$ cat config.mk
export PLATFORM = sky130hd
export DESIGN_NAME = pc_sequencer
export DESIGN_NICKNAME = d
export VERILOG_FILES = /design/src/rtl/pc_sequencer.sv
export SDC_FILE = /design/constraint.sdc
export NUM_CORES = 1
export LEC_CHECK = 0
export CAP_MARGIN = 20
export CELL_PAD_IN_SITES_DETAIL_PLACEMENT = 1
export CELL_PAD_IN_SITES_GLOBAL_PLACEMENT = 1
export CORE_ASPECT_RATIO = 0.8
export CORE_MARGIN = 2
export CORE_UTILIZATION = 23
export DETAILED_ROUTE_END_ITERATION = 12
export HOLD_SLACK_MARGIN = 0.12
export PLACE_DENSITY = 0.87
export SLEW_MARGIN = 15
export SYNTH_ARGS = -nofsm -noshare
export SYNTH_HDL_FRONTEND = slang
export SYNTH_SLANG_ARGS = --single-unit
$ cat constraint.sdc
create_clock -name clock -period 2.58 [get_ports clock]
set_clock_uncertainty 0.05 [all_clocks]
set_input_delay 0.516 -clock clock [delete_from_list [all_inputs] [get_ports clock]]
set_output_delay 0.516 -clock clock [all_outputs]
set_load 0.01 [all_outputs]
$ cat src/rtl/pc_sequencer.sv
// Program-counter sequencer for the single-cycle datapath: next-PC select, run/idle/halt
// control, stall hold and retired-instruction counter. Optional single-step gated by STEP_MODE_EN.
module pc_sequencer #(
  parameter int ADDR_WIDTH  = 5,
  parameter int RESET_PC    = 0,
  parameter int COUNT_WIDTH = 16
) (
  input  logic                   clock,
  input  logic                   reset,
  input  logic                   enable,
  input  logic                   stall,
  input  logic                   haltRequest,
  input  logic                   jumpEnable,
  input  logic                   branchEnable,
  input  logic                   isZero,
  input  logic [31:0]            branchOffset,
  input  logic [25:0]            jumpIndex,
  input  logic                   stepMode,
  input  logic                   stepReq,
  output logic [ADDR_WIDTH-1:0]  PC,
  output logic                   fetchValid,
  output logic                   halted,
  output logic [1:0]             state,
  output logic [COUNT_WIDTH-1:0] retireCount,
  output logic                   stepAck
);

  typedef enum logic [1:0] {
    IDLE = 2'b00,
    RUN  = 2'b01,
    HALT = 2'b11
  } state_t;

  state_t                 curState;
  state_t                 nextState;
  logic [ADDR_WIDTH-1:0]  pcReg;
  logic [COUNT_WIDTH-1:0] countReg;
  logic                   stepOK;
  logic                   retire;
  logic [31:0]            p4Wide;
  logic [31:0]            branchWide;
  logic [31:0]            jumpWide;
  logic [31:0]            nextWide;
  logic                   unusedBits;

  // Target arithmetic is done at full 32-bit width so the jump field keeps its
  // architectural meaning; only the low ADDR_WIDTH bits are kept.
  always_comb begin
    p4Wide     = 32'(pcReg) + 32'd4;
    branchWide = p4Wide + (branchOffset << 2);
    jumpWide   = {p4Wide[31:28], jumpIndex, 2'b00};
    if (jumpEnable)
      nextWide = jumpWide;
    else if (branchEnable && isZero)
      nextWide = branchWide;
    else
      nextWide = p4Wide;
  end

`ifdef STEP_MODE_EN
  logic stepAckReg;

  assign stepOK     = ~stepMode | stepReq;
  assign stepAck    = stepAckReg;
  assign unusedBits = ^nextWide[31:ADDR_WIDTH];

  always_ff @(posedge clock) begin
    if (!reset)
      stepAckReg <= 1'b0;
    else
      stepAckReg <= retire & stepMode;
  end
`else
  assign stepOK     = 1'b1;
  assign stepAck    = 1'b0;
  assign unusedBits = ^{nextWide[31:ADDR_WIDTH], stepMode, stepReq};
`endif

  // State register, PC and retire counter
  always_ff @(posedge clock) begin
    if (!reset) begin
      curState <= IDLE;
      pcReg    <= ADDR_WIDTH'(RESET_PC);
      countReg <= '0;
    end else begin
      curState <= nextState;
      if (retire) begin
        pcReg <= nextWide[ADDR_WIDTH-1:0];
        if (countReg != {COUNT_WIDTH{1'b1}})
          countReg <= countReg + COUNT_WIDTH'(1);
      end
    end
  end

  // Next-state logic; HALT is absorbing until reset
  always_comb begin
    nextState = curState;
    case (curState)
      IDLE: if (enable) nextState = RUN;
      RUN: begin
        if (haltRequest)
          nextState = HALT;
        else if (!enable)
          nextState = IDLE;
      end
      HALT:    nextState = HALT;
      default: nextState = IDLE;
    endcase
  end

  // Outputs
  always_comb begin
    fetchValid  = (curState == RUN) & enable & ~stall & ~haltRequest & stepOK;
    retire      = fetchValid;
    halted      = (curState == HALT);
    state       = curState;
    PC          = pcReg;
    retireCount = countReg;
  end

endmodule
Word level (Yosys, flattened, before mapping)
Cells that the tools add are included.
{ "totals": {"reg_bits": 23, "output_inout_bits": 26, "in_bits": 68} }
{ "op_classes": {"mux": 6, "n_bitwise": 5, "n_reduce_logical": 4, "n_eq_ne": 5, "add_sub_neg": 3} }
{ "op_table": {"columns": ["cell", "n"], "rows": [
  ["$add 16x1->16 const B", 1],
  ["$ne 16x16->1 const B", 1],
  ["$mux 5", 2],
  ["$mux 2", 3],
  ["$pmux 2 s3", 1],
  ["$add 5x3->5 const B", 1],
  ["$add 5x5->5", 1],
  ["$reduce_and 2->1", 2],
  ["$and 1x1->1", 3],
  ["$ne 3x3->1 const B", 1],
  ["$eq 2x1->1 const B", 1],
  ["$eq 2x2->1 const B", 1],
  ["$logic_not 2->1", 1],
  ["$ne 2x2->1 const B", 1],
  ["$not 1->1", 2],
  ["$logic_and 1x1->1", 1]
]} }

Logic depth before layout (Yosys ltp)
Gate-level depths: netlist (run 1).
{ "depth": {"depth_word": 5, "depth_mapped": 8} }

Worst setup path after synthesis (run 1)
OpenSTA, ideal clock, no wires.
{ "synth_path": {"path_kind": "reg2reg", "startpoint": "register pcReg[2] (netlist: PC[2])", "endpoint": "register pcReg[4] (netlist: PC[4])", "t_arrival_ns": 1.789, "setup_ns": 0.058, "n_path_buf": 0, "setup_slack_ns": 0.683, "stages_incl_launch_ff": 8, "path_cell_list": "dfxtp_1 > ha_1 > inv_1 > fa_1 > xor2_1 > or3_1 > o2111ai_1 > o21a_1"} }
{ "synth_via": {"elab_chain_len": 4} }
{ "synth_lines": {"columns": ["item", "line_no", "text"], "rows": [
  ["from (decl)", "36", "logic [ADDR_WIDTH-1:0] pcReg;"],
  ["from (signal assigned)", "83", "pcReg <= ADDR_WIDTH'(RESET_PC);"],
  ["from (signal assigned)", "88", "pcReg <= nextWide[ADDR_WIDTH-1:0];"],
  ["$add 5x3->5 *", "49", "p4Wide = 32'(pcReg) + 32'd4;"],
  ["$add 5x5->5", "50", "branchWide = p4Wide + (branchOffset << 2);"],
  ["$mux 5 *", "54", "else if (branchEnable && isZero)"],
  ["$mux 5 *", "52", "if (jumpEnable)"]
]} }
Every way passes the cells marked *; elsewhere a longest branch is shown, timed or not.
A chain may end at the register's enable or synchronous reset.

Worst setup path in the final report (run 1)
{ "layout_path": {"startpoint": "input port stall", "endpoint": "output port fetchValid"} }
{ "layout_via": {"elab_chain_len": 3} }
{ "layout_lines": {"columns": ["item", "line_no", "text"], "rows": [
  ["from (decl)", "11", "input logic stall,"],
  ["$not 1->1", "113", "fetchValid = (curState == RUN) & enable & ~stall & ~haltRequest & stepOK;"],
  ["$and 1x1->1 (2 in a row)", "113", null],
  ["to (decl)", "21", "output logic fetchValid,"]
]} }
Every way passes these cells.

==> summary by stage, run 1 <==
Finish
Relative to the synthesized area, the layout overhead comes to 40.34%. The repair_antennas step left the layout with diodes totalling 0. Summing all non-filler instances in the final layout gives an area of 1763 µm². The filler cells instantiated in the layout total 646. The count of nets after finishing is 261. The share of final-layout standard cells stronger than drive strength 1 is 9.574%.

Drt
In this run the remaining antenna-violating nets after routing total 0. Dividing the detail-routed via count by the number of cells gives 5.103. For this block, the initial DRC count from the detailed router was 23.

The first-pass iteration count of the detailed router is 4. For this block, the routed nets add up to 3.536 mm of wire. The post-route DRC violation count is 0. The count of vias placed by the detailed router is 1291. After detailed routing, the average wire length per cell comes to 13.98 µm.

Clock network
The number of buffers between clock root and the deepest sink is 2. The CTS root buffer is sky130_fd_sc_hd__clkbuf_8. Counting the buffers created by CTS gives 3. Counting every sink on the clock net gives 21. In this run the number of H-tree levels came out at 1. TritonCTS built the clock tree.

The clock transition at the registers of the reported paths is 0.08 ns. The later pin in the worst-skew pair is clocked with a latency of 0.26 ns. In this run, post-CTS hold repair placed 0 buffers.

Global route
The number of antenna violations at the first check in global routing was 0. The total overflow left after global routing is 0. Entering global routing, the biggest net connects 19 pins. The wire length of the first global-routing pass is 6.134 mm. Global routing consumed, over all layers together, 12.53% of the routing resources.

The via count of the first global-routing pass is 1291.

Synthesis
The number of synthesis warnings is 0. The share of the synthesized area in the top cell type is 33.47%. Of all cell types, the one taking the most synthesized area is sky130_fd_sc_hd__dfxtp_1. Synthesis inferred 21 register bits. The count of flip-flops with a built-in enable after synthesis is 0. The most used flip-flop cell after synthesis is sky130_fd_sc_hd__dfxtp_1.

The synthesized netlist occupies a cell area of 1256 µm². In the post-synthesis netlist, the biggest area contributors are sky130_fd_sc_hd__dfxtp_1, sky130_fd_sc_hd__a21oi_1, sky130_fd_sc_hd__o31ai_1. By instance count, the leading cell after synthesis is sky130_fd_sc_hd__dfxtp_1.

Each instance of the synthesized netlist takes up on average 8.604 µm². After synthesis, flip-flops and latches occupy 33.47% of the total area. The share of async-settable or async-resettable flops after synthesis is 0%.

Synthesis instantiated 39 different standard cells from the library. The commonest cells after synthesis are sky130_fd_sc_hd__dfxtp_1, sky130_fd_sc_hd__a21oi_1, sky130_fd_sc_hd__inv_1, sky130_fd_sc_hd__o31ai_1, sky130_fd_sc_hd__or4_1. Synthesis handed over a netlist of 146 instances.

Worst setup path
The nature of the critical path endpoint is an output port. The signal on the critical path passes through clkdlybuf4s50_1, nor4b_4, nand2_2, inv_1, dlygate4sd2_1. The start point of the critical path is stall. The slowest stage cell on the critical path is sky130_fd_sc_hd__clkdlybuf4s50_1. The critical path is of the input port to output port type.

Data on the critical path is required at its endpoint by 2.01 ns. The type of element launching the critical path is an input port. The largest stage delay on the critical path is 0.44 ns. The source of the worst register-to-register timing path is PC[2].

For the worst setup path, the data arrival time is 1.77 ns. The maximum fanout encountered on the critical timing path is 2. In this run the register-to-register setup slack is 0.59 ns.

Floorplanning
The floorplan core area is 5345 µm². In this run the count of I/O pins placed on the die edge is 94. The initial utilization of the core area, before any placement, comes to 23.50%. The die covers 6072 µm². The die width is 86.63 µm. The die boundary height is 70.10 µm.

The floorplan has 24 rows.

Timing
The minimum setup slack in the final design is 0.2418 ns. The slew of the pin with the lowest slew margin is 0.5261 ns. The post-layout minimum cycle time is 2.338 ns. Based on the critical path, the design can be clocked at up to 0.4277 GHz. The number of pins exceeding their max-slew limit in the final report came to 0. The number of setup violations in the final report is 0. Hold timing on the final database bottoms out at a slack of 0.4438 ns.

The portion of the clock cycle consumed by the worst path in the final layout is 90.63%. The worst-case headroom to the max-slew limit is 64.89%. Setup repair after global routing left no endpoint under its margin. The count of final hold-check violations came to 0.

Power and ir drop
The power per cell area is 357.3 nW/µm². The power consumption is 0.6300 mW. The static leakage is 0.6061 nW. VDD sags by at most 132.9 µV.

Placement
The number of buffer cells added on primary ports is 36. The wire-length estimate of the detail-placed layout is 2.691 mm. Once placement finished, the instance area stood at 1719 µm². Routability-driven placement finished with a final weighted congestion of 0.7523. Timing analysis after detailed placement gives a worst setup slack of -0.07611 ns.

Flow run
The number of max-cap violations is 0.

Worst hold path
In this run the worst hold path is classified as flop to flop. The worst hold path begins at PC[3].

Status
The flow ran to the end, and the final reports show no timing, DRC or antenna violations.
placed cells by master (no fill, tap or decap), types with 3 or more instances in the layout:
cell | netlist | routed
sky130_fd_sc_hd__or3_1 | 4 | 4
sky130_fd_sc_hd__dfxtp_1 | 21 | 21
sky130_fd_sc_hd__nand4_1 | 6 | 6
sky130_fd_sc_hd__nand2_1 | 9 | 9
sky130_fd_sc_hd__conb_1 | 1 | 3
sky130_fd_sc_hd__a21oi_1 | 17 | 17
sky130_fd_sc_hd__nand2b_1 | 4 | 4
sky130_fd_sc_hd__o31ai_1 | 11 | 11
sky130_fd_sc_hd__o21ai_0 | 4 | 4
sky130_fd_sc_hd__nand3_1 | 5 | 5
sky130_fd_sc_hd__inv_1 | 11 | 11
sky130_fd_sc_hd__ha_1 | 3 | 3
sky130_fd_sc_hd__clkbuf_8 | 0 | 3
sky130_fd_sc_hd__clkdlybuf4s50_1 | 0 | 35
sky130_fd_sc_hd__buf_4 | 4 | 8
sky130_fd_sc_hd__or4_1 | 11 | 11
final cells by class:
class	instances	area [µm²]	area share (%)
Multi-Input combinational cell	108	755.7	42.87
Sequential cell	21	420.4	23.85
Timing Repair Buffer	44	419.2	23.78
Tap cell	65	81.33	4.613
Clock buffer	4	45.04	2.555
Inverter	11	41.29	2.342
worst paths after layout:
check / cells after the start / endpoint
setup / recovery: 5 / fetchValid
hold / removal: 2 / PC[3]
setup reg to reg: 7 / PC[4]
hold reg to reg: 2 / PC[3]
per-stage QoR:
stage / std cells / util (%) / TNS [ns]
final: 253 / 32.98 / 0
after global routing: 253 / 32.98 / 0
after CTS: 253 / 32.98 / 0
after detailed placement: 249 / 32.16 / -0.07611
after global placement: 249 / 32.16 / -0.06000
after floorplan: 148 / - / 0
power breakdown:
part	switching, mW	internal (mW)
clock network	0.112	0.110
logic	0.0340	0.0396
registers	0.00674	0.327
sequential cells by signal, indices dropped and copies added (netlist names):
| signal | flops |
|---|---|
| PC | 3 |
| retireCount | 16 |
| state | 2 |
worst max-delay path: cells and delay by family:
family	cells	cell delay, ns
AND/OR/NAND/NOR	2	0.44
buffers and inverters	3	0.81
repair_timing:
action | in CTS | in global routing
endpoints found under the setup margin | 1 | 0
resized for setup | 1 | 0
hold endpoints to repair | 0 | 0
buffers inserted | 0 | 0
routing by layer:
layer	GRT usage [%]	wire, µm	vias up	part of all wire (%)
li1	-	-	639	-
met3	3.191	143	4	4.0
met4	3.125	24	0	0.68
met2	18.80	1532	31	43
met5	0	0	-	0
met1	17.86	1836	617	52
cell families after synthesis:
family / Yosys count / share of synthesized area [%]
simple gates: 56 / 30.48
compound gates: 42 / 21.91
flops: 21 / 33.47
buf+inv: 19 / 6.972
fa+ha+maj: 4 / 4.582
mux: 2 / 1.594
other cells: 1 / 0.2985
xor+xnor: 1 / 0.6973
(Power assumes the default switching activity.)
==> inputs of run 2 (changes only) <==
--- a/config.mk
+++ b/config.mk
@@ -11,6 +11,7 @@
 export CORE_ASPECT_RATIO = 0.8
 export CORE_MARGIN = 2
 export CORE_UTILIZATION = 23
+export CTS_BUF_LIST = sky130_fd_sc_hd__clkbuf_4
 export DETAILED_ROUTE_END_ITERATION = 12
 export HOLD_SLACK_MARGIN = 0.12
 export PLACE_DENSITY = 0.87
==> run 2 against run 1 <==
Compared with the run above:
- non-clock buffer count unchanged
- critical endpoint unchanged
- routed wire length increased by 1.4%
- sequential power barely moved
- cell count unchanged
- die area is the same
- first-iteration DRC count up 22%
- critical path depth stayed put
- largest cell class unchanged
- clock power decreased by 20%
- cell area shrank 0.85%
==> summary by stage, run 2 (same netlist as run 1, synthesis figures left out) <==
Global route
The number of antenna violations at the first check in global routing was 0. The via count of the first global-routing pass is 1324. Entering global routing, the biggest net connects 19 pins. Global routing used 12.58% of the available tracks across all layers.

The wire length of the first global-routing pass is 6.223 mm. The total overflow left after global routing is 0.

Clock network
The number of buffers between clock root and the deepest sink is 2. The clock net in this run drives a total of 21 sinks. The clock transition at the registers of the reported paths is 0.12 ns.

The tree is rooted in a sky130_fd_sc_hd__clkbuf_4. TritonCTS built the clock tree. The number of clock buffers added by TritonCTS is 3.

In this run the number of H-tree levels came out at 1. The insertion delay to the later sink of the worst-skew pair is 0.31 ns. Hold repair after CTS inserted 0 buffers.

Power and ir drop
Sequential cells burn 57.1% of the power. The clock share of power is 30.3%. The power consumption is 0.5855 mW. The internal portion of total power is 0.4381 mW.

The worst-case IR drop observed on VDD is 119.9 µV. The switching power share of the total is 25.17%. In this run the static leakage power is 0.6017 nW.

For this design the ratio of total power to cell area is 335.0 nW/µm². The switching power summed over all nets is 0.1474 mW. The share of total power dissipated in combinational logic is 12.6%.

Worst setup path
The worst setup path is of the input port to output port kind. The type of element launching the critical path is an input port. Data arrives at the worst endpoint at 1.78 ns.

STA classifies the critical path endpoint as an output port. The logic depth of the worst register-to-register path is 7. The endpoint required time on the critical path is 2.01 ns. In this run the worst path has a maximum fanout of 2.

Timing
Static timing analysis puts the maximum clock frequency at 0.4257 GHz. Hold timing on the final database bottoms out at a slack of 0.4503 ns. Setup repair after global routing left no endpoint under its margin. The count of final hold-check violations is 0. The number of pins exceeding their max-slew limit in the final report came to 0. For the pin with the worst max-slew slack, the measured transition is 0.5284 ns. The worst path uses 91.05% of the clock period. Subtracting the final worst setup slack from the clock period gives 2.349 ns. Measured against its own limit, the worst slew margin works out to 64.73%.

Setup violations remaining at the end of the flow were counted as 0.

Flow run
Across the run, the number of max-cap violations was 0.

Finish
The growth of design area from synthesis to finish is 39.14%. 0 antenna diodes ended up in the layout. For this run, the post-layout net count is 261.

The most frequent standard cell in the layout excluding fill and tap cells is sky130_fd_sc_hd__clkdlybuf4s50_1. Cells with a size suffix above 1 make up 10.11% of the layout. The flip-flop count of the largest register, all copies and words added is 16.

Counting the fill cells in the layout gives 647. In the layout the commonest cells are sky130_fd_sc_hd__clkdlybuf4s50_1, sky130_fd_sc_hd__dfxtp_1, sky130_fd_sc_hd__a21oi_1.

Floorplanning
During I/O placement, the number of pins put on the boundary was 94. The die width is 86.63 µm. The initial standard-cell utilization of the core is 23.50%.

The initialized floorplan defines 24 standard-cell rows. The floorplan core area is 5345 µm². The die covers 6072 µm². From bottom edge to top edge, the die measures 70.10 µm.

Drt
The count of vias placed by the detailed router is 1287. The first-pass iteration count of the detailed router is 4. The remaining antenna violation count is 0. For this block, the routed nets add up to 3.586 mm of wire. In the routed design, unresolved DRC markers number 0. The routed length per placed instance is 14.17 µm. Using the TritonRoute via totals, the vias-per-cell ratio works out to 5.087. For this block, the initial DRC count from the detailed router was 28.

Placement
Detailed placement finished with a half-perimeter wire length of 2.691 mm. The global placer's final weighted congestion is 0.7523. The number of buffer cells added on primary ports is 36.

Status
The run finished with clean final reports.

Worst hold path
The cell depth of the worst min-delay path is 2. The class of the most critical hold timing path is flop to flop.
## run 2: final cells by class
class                   instances  area, µm²  share of cell area (%)
inverters                      11      41.29                   2.362
flip-flops and latches         21      420.4                   24.05
repair buffers                 44      419.2                   23.98
multi-input cells             108      755.7                   43.24
clock buffers                   4      30.03                   1.718
well taps                      65      81.33                   4.653
## run 2: final timing paths
kind | startpoint | end | slack, ns
max reg2reg | PC[2] | PC[4] | 0.58
min | PC[3] | PC[3] | 0.45
max | stall | fetchValid | 0.23
min reg2reg | PC[3] | PC[3] | 0.45
## run 2: stage by stage
step                setup WS [ns]  area [µm²]  util, %  TNS (ns)  instances
floorplan                  0.6825        1264        -         0        148
global placement         -0.06000        1719    32.16  -0.06000        249
detailed placement       -0.07611        1719    32.16  -0.07611        249
CTS                        0.1939        1748    32.70         0        253
global route               0.1369        1748    32.70         0        253
finish                     0.2309        1748    32.70         0        253
## run 2: timing repair
action | CTS | global route
gates resized for setup | 1 | 0
setup buffers | 0 | 0
endpoints found under the setup margin | 1 | 0
hold endpoints to repair | 0 | 0
## run 2: power by group through the flow
| stage | combinational [mW] | clock, mW | sequential, mW |
|---|---|---|---|
| after floorplan | 0.0325 | 0 | 0.341 |
| after global placement | 0.0711 | 0 | 0.341 |
| after detailed placement | 0.0740 | 0 | 0.342 |
| after CTS | 0.0745 | 0.185 | 0.335 |
| after global routing | 0.0812 | 0.199 | 0.336 |
| final | 0.0736 | 0.178 | 0.334 |
## run 2: metal layers
layer	wire length, µm	GRT usage, %
met1	1830	17.57
met2	1629	19.91
met3	126	3.191
met4	0	1.910
met5	0	0
## run 2: worst max-delay path: stages
cell	delay (ns)
sky130_fd_sc_hd__clkdlybuf4s50_1	0.44
sky130_fd_sc_hd__nor4b_4	0.35
sky130_fd_sc_hd__nand2_2	0.10
sky130_fd_sc_hd__inv_1	0.10
sky130_fd_sc_hd__dlygate4sd2_1	0.27
==> inputs of run 3 (changes only) <==
--- a/config.mk
+++ b/config.mk
@@ -15,6 +15,7 @@
 export DETAILED_ROUTE_END_ITERATION = 12
 export HOLD_SLACK_MARGIN = 0.12
 export PLACE_DENSITY = 0.87
+export RECOVER_POWER = 100
 export SLEW_MARGIN = 15
 export SYNTH_ARGS = -nofsm -noshare
 export SYNTH_HDL_FRONTEND = slang
==> run 3 against run 2 <==
Compared with the run above:
- first-iteration DRC count grew 39%
- register-to-register slack lost 0.13 ns
- cell area shrank 1.7%
- hold slack lost 0.0037 ns
- cell count is the same
- critical endpoint is now retireCount[13]
==> summary by stage, run 3 (same netlist as run 1, synthesis figures left out) <==
Finish
After filler insertion, the fill cell instance count of the layout stands at 658. The net count of the finished layout is 261. The post-route core utilization is 32.14%.

0 antenna diodes ended up in the layout. The share of final-layout standard cells stronger than drive strength 1 is 6.915%. The register with the most flip-flops in the layout has 16 of them. The growth of design area from synthesis to finish is 36.75%.

Leaving out fill and tap cells, the most frequent cell in the layout is sky130_fd_sc_hd__dlygate4sd3_1. In the layout the commonest cells are sky130_fd_sc_hd__dlygate4sd3_1, sky130_fd_sc_hd__dfxtp_1, sky130_fd_sc_hd__a21oi_1.

Global route
The total grt overflow is 0. Entering global routing, the biggest net connects 19 pins. The via count of the first global-routing pass is 1324. Global routing consumed, over all layers together, 12.58% of the routing resources. The number of antenna violations at the first check in global routing was 0.

The first global-routing pass estimated 6.223 mm of wire.

Clock network
TritonCTS built the clock tree. The count of cells resized by post-cts repair is 1. Buffers inserted to repair hold after CTS numbered 0. Clock-pin slew was measured on the worst setup and hold paths at 0.13 ns. Clock tree synthesis selected as its root buffer the cell sky130_fd_sc_hd__clkbuf_4. The tree built by TritonCTS fans out to 21 sinks.

Counting the buffers created by CTS gives 3. The maximum level of the CTS H-tree is 1. The number of buffers between clock root and the deepest sink is 2. The number of setup buffers added after CTS is 0. The insertion delay to the later sink of the worst-skew pair is 0.31 ns.

Worst setup path
The endpoint required time on the critical path is 2.78 ns. The type of element launching the critical path is an input port. Data arrives at the worst endpoint at 2.56 ns. The type of the setup path with the least slack is input port to flop.

The worst setup path is captured at a flop. In this run the worst path has a maximum fanout of 7.

Drt
In the final routed layout, each cell accounts on average for 14.28 µm. The first-pass iteration count of the detailed router is 4. In the routed design, unresolved DRC markers number 0.

In this run, the number of DRC markers left after iteration 0 of detailed routing was 39. The remaining antenna violation count is 0. Using the TritonRoute via totals, the vias-per-cell ratio works out to 5.225. Summed over all layers, the routed wires come to 3.614 mm. Detailed routing inserted a total of 1322 vias.

Placement
The total half-perimeter wirelength after legalization and detailed placement is 2.691 mm. The number of buffer cells added on primary ports is 36. At the end of routability-driven placement, the weighted congestion stood at 0.7523.

Power and ir drop
The analysis attributes to cell leakage a power of 0.6403 nW. In this run switching power makes up 25.35% of total power. Registers are responsible for 57.2% of the overall power. In this run the power spent charging and discharging nets is 0.1479 mW. The power per cell area is 339.7 nW/µm². Combinational logic is responsible for 12.2% of the overall power. The internal portion of total power is 0.4356 mW. Per report_power, the clock group accounts for 30.6% of the total. The peak ir drop on the vdd network is 117.3 µV.

Timing
The number of pins exceeding their max-slew limit in the final report was 0. The count of final hold-check violations is 0. The slew of the pin with the lowest slew margin is 0.5777 ns. After layout, the worst path uses 91.33% of the clock period. The post-layout minimum cycle time is 2.356 ns.

The hold slack is 0.4466 ns. Setup violations remaining at the end of the flow were counted as 0. Timing would allow up to 0.4244 GHz.

The worst-case headroom to the max-slew limit is 61.48%. Setup repair after global routing left no endpoint under its margin.

Flow run
Max-cap violations in this run came to 0.

Floorplanning
The floorplan step defined a die boundary enclosing 6072 µm². From left edge to right edge, the die measures 86.63 µm. The floorplan step set the die height to 70.10 µm. The initial standard-cell utilization of the core is 23.50%. The placement row count is 24.

For this design the top-level I/O count stands at 94. In this run the standard cell core region covers 5345 µm².

Status
The run finished with clean final reports.

Worst hold path
The path class of the tightest hold or removal check is flop to flop.
run 3: cell count changes in the layout (fill, tap and decap cells not counted), sizes merged:
cell           before  now
clkdlybuf4s50      35   11
buf                 8    5
clkbuf              4    7
dlygate4sd3         0   24
run 3: stage by stage:
step	power [mW]	instance area [µm²]	setup TNS, ns	instances	setup slack, ns
3_3_place_gp	0.4124	1719	-0.06000	249	-0.06000
6_report	0.5836	1718	0	253	0.2236
4_1_cts	0.5943	1748	0	253	0.1939
5_1_grt	0.6126	1718	0	253	0.08219
2_1_floorplan	0.3739	1264	0	148	0.6825
3_5_place_dp	0.4158	1719	-0.07611	249	-0.07611
run 3: power groups by stage:
stage               registers (mW)  logic [mW]  clock network [mW]
finish                       0.334      0.0712               0.179
global route                 0.335      0.0784               0.199
global placement             0.341      0.0711                   0
floorplan                    0.341      0.0325                   0
CTS                          0.335      0.0745               0.185
detailed placement           0.342      0.0740                   0
run 3: metal layers:
layer	routed length [µm]	vias to the layer above	GRT usage, %	part of all wire, %
met2	1604	32	19.91	44
met5	0	-	0	0
met1	1832	644	17.57	51
met4	19	0	1.910	0.53
li1	-	641	-	-
met3	157	5	3.191	4.3
run 3: path summary, 6_finish.rpt:
| path | from | to | slack (ns) | depth (start not counted) |
|---|---|---|---|---|
| worst max-delay path | stall | retireCount[13] | 0.22 | 6 |
| worst min-delay path | PC[3] | PC[3] | 0.45 | 2 |
| worst max register to register | retireCount[0] | retireCount[7] | 0.45 | 6 |
| worst min register to register | PC[3] | PC[3] | 0.45 | 2 |
run 3: critical path: stages:
cell and delay, ns:
sky130_fd_sc_hd__clkdlybuf4s50_1 0.44, sky130_fd_sc_hd__nor4b_4 0.34, sky130_fd_sc_hd__clkbuf_1 0.23, sky130_fd_sc_hd__nand4_1 0.30
sky130_fd_sc_hd__or4_1 0.58, sky130_fd_sc_hd__a21oi_1 0.15
run 3: cell type report:
class	count	area (µm²)	area share [%]
multi-input combinational	108	737.0	42.90
sequential	21	420.4	24.47
timing repair buffer	44	407.9	23.74
tap	65	81.33	4.734
inverter	11	41.29	2.403
clock buffer	4	30.03	1.748
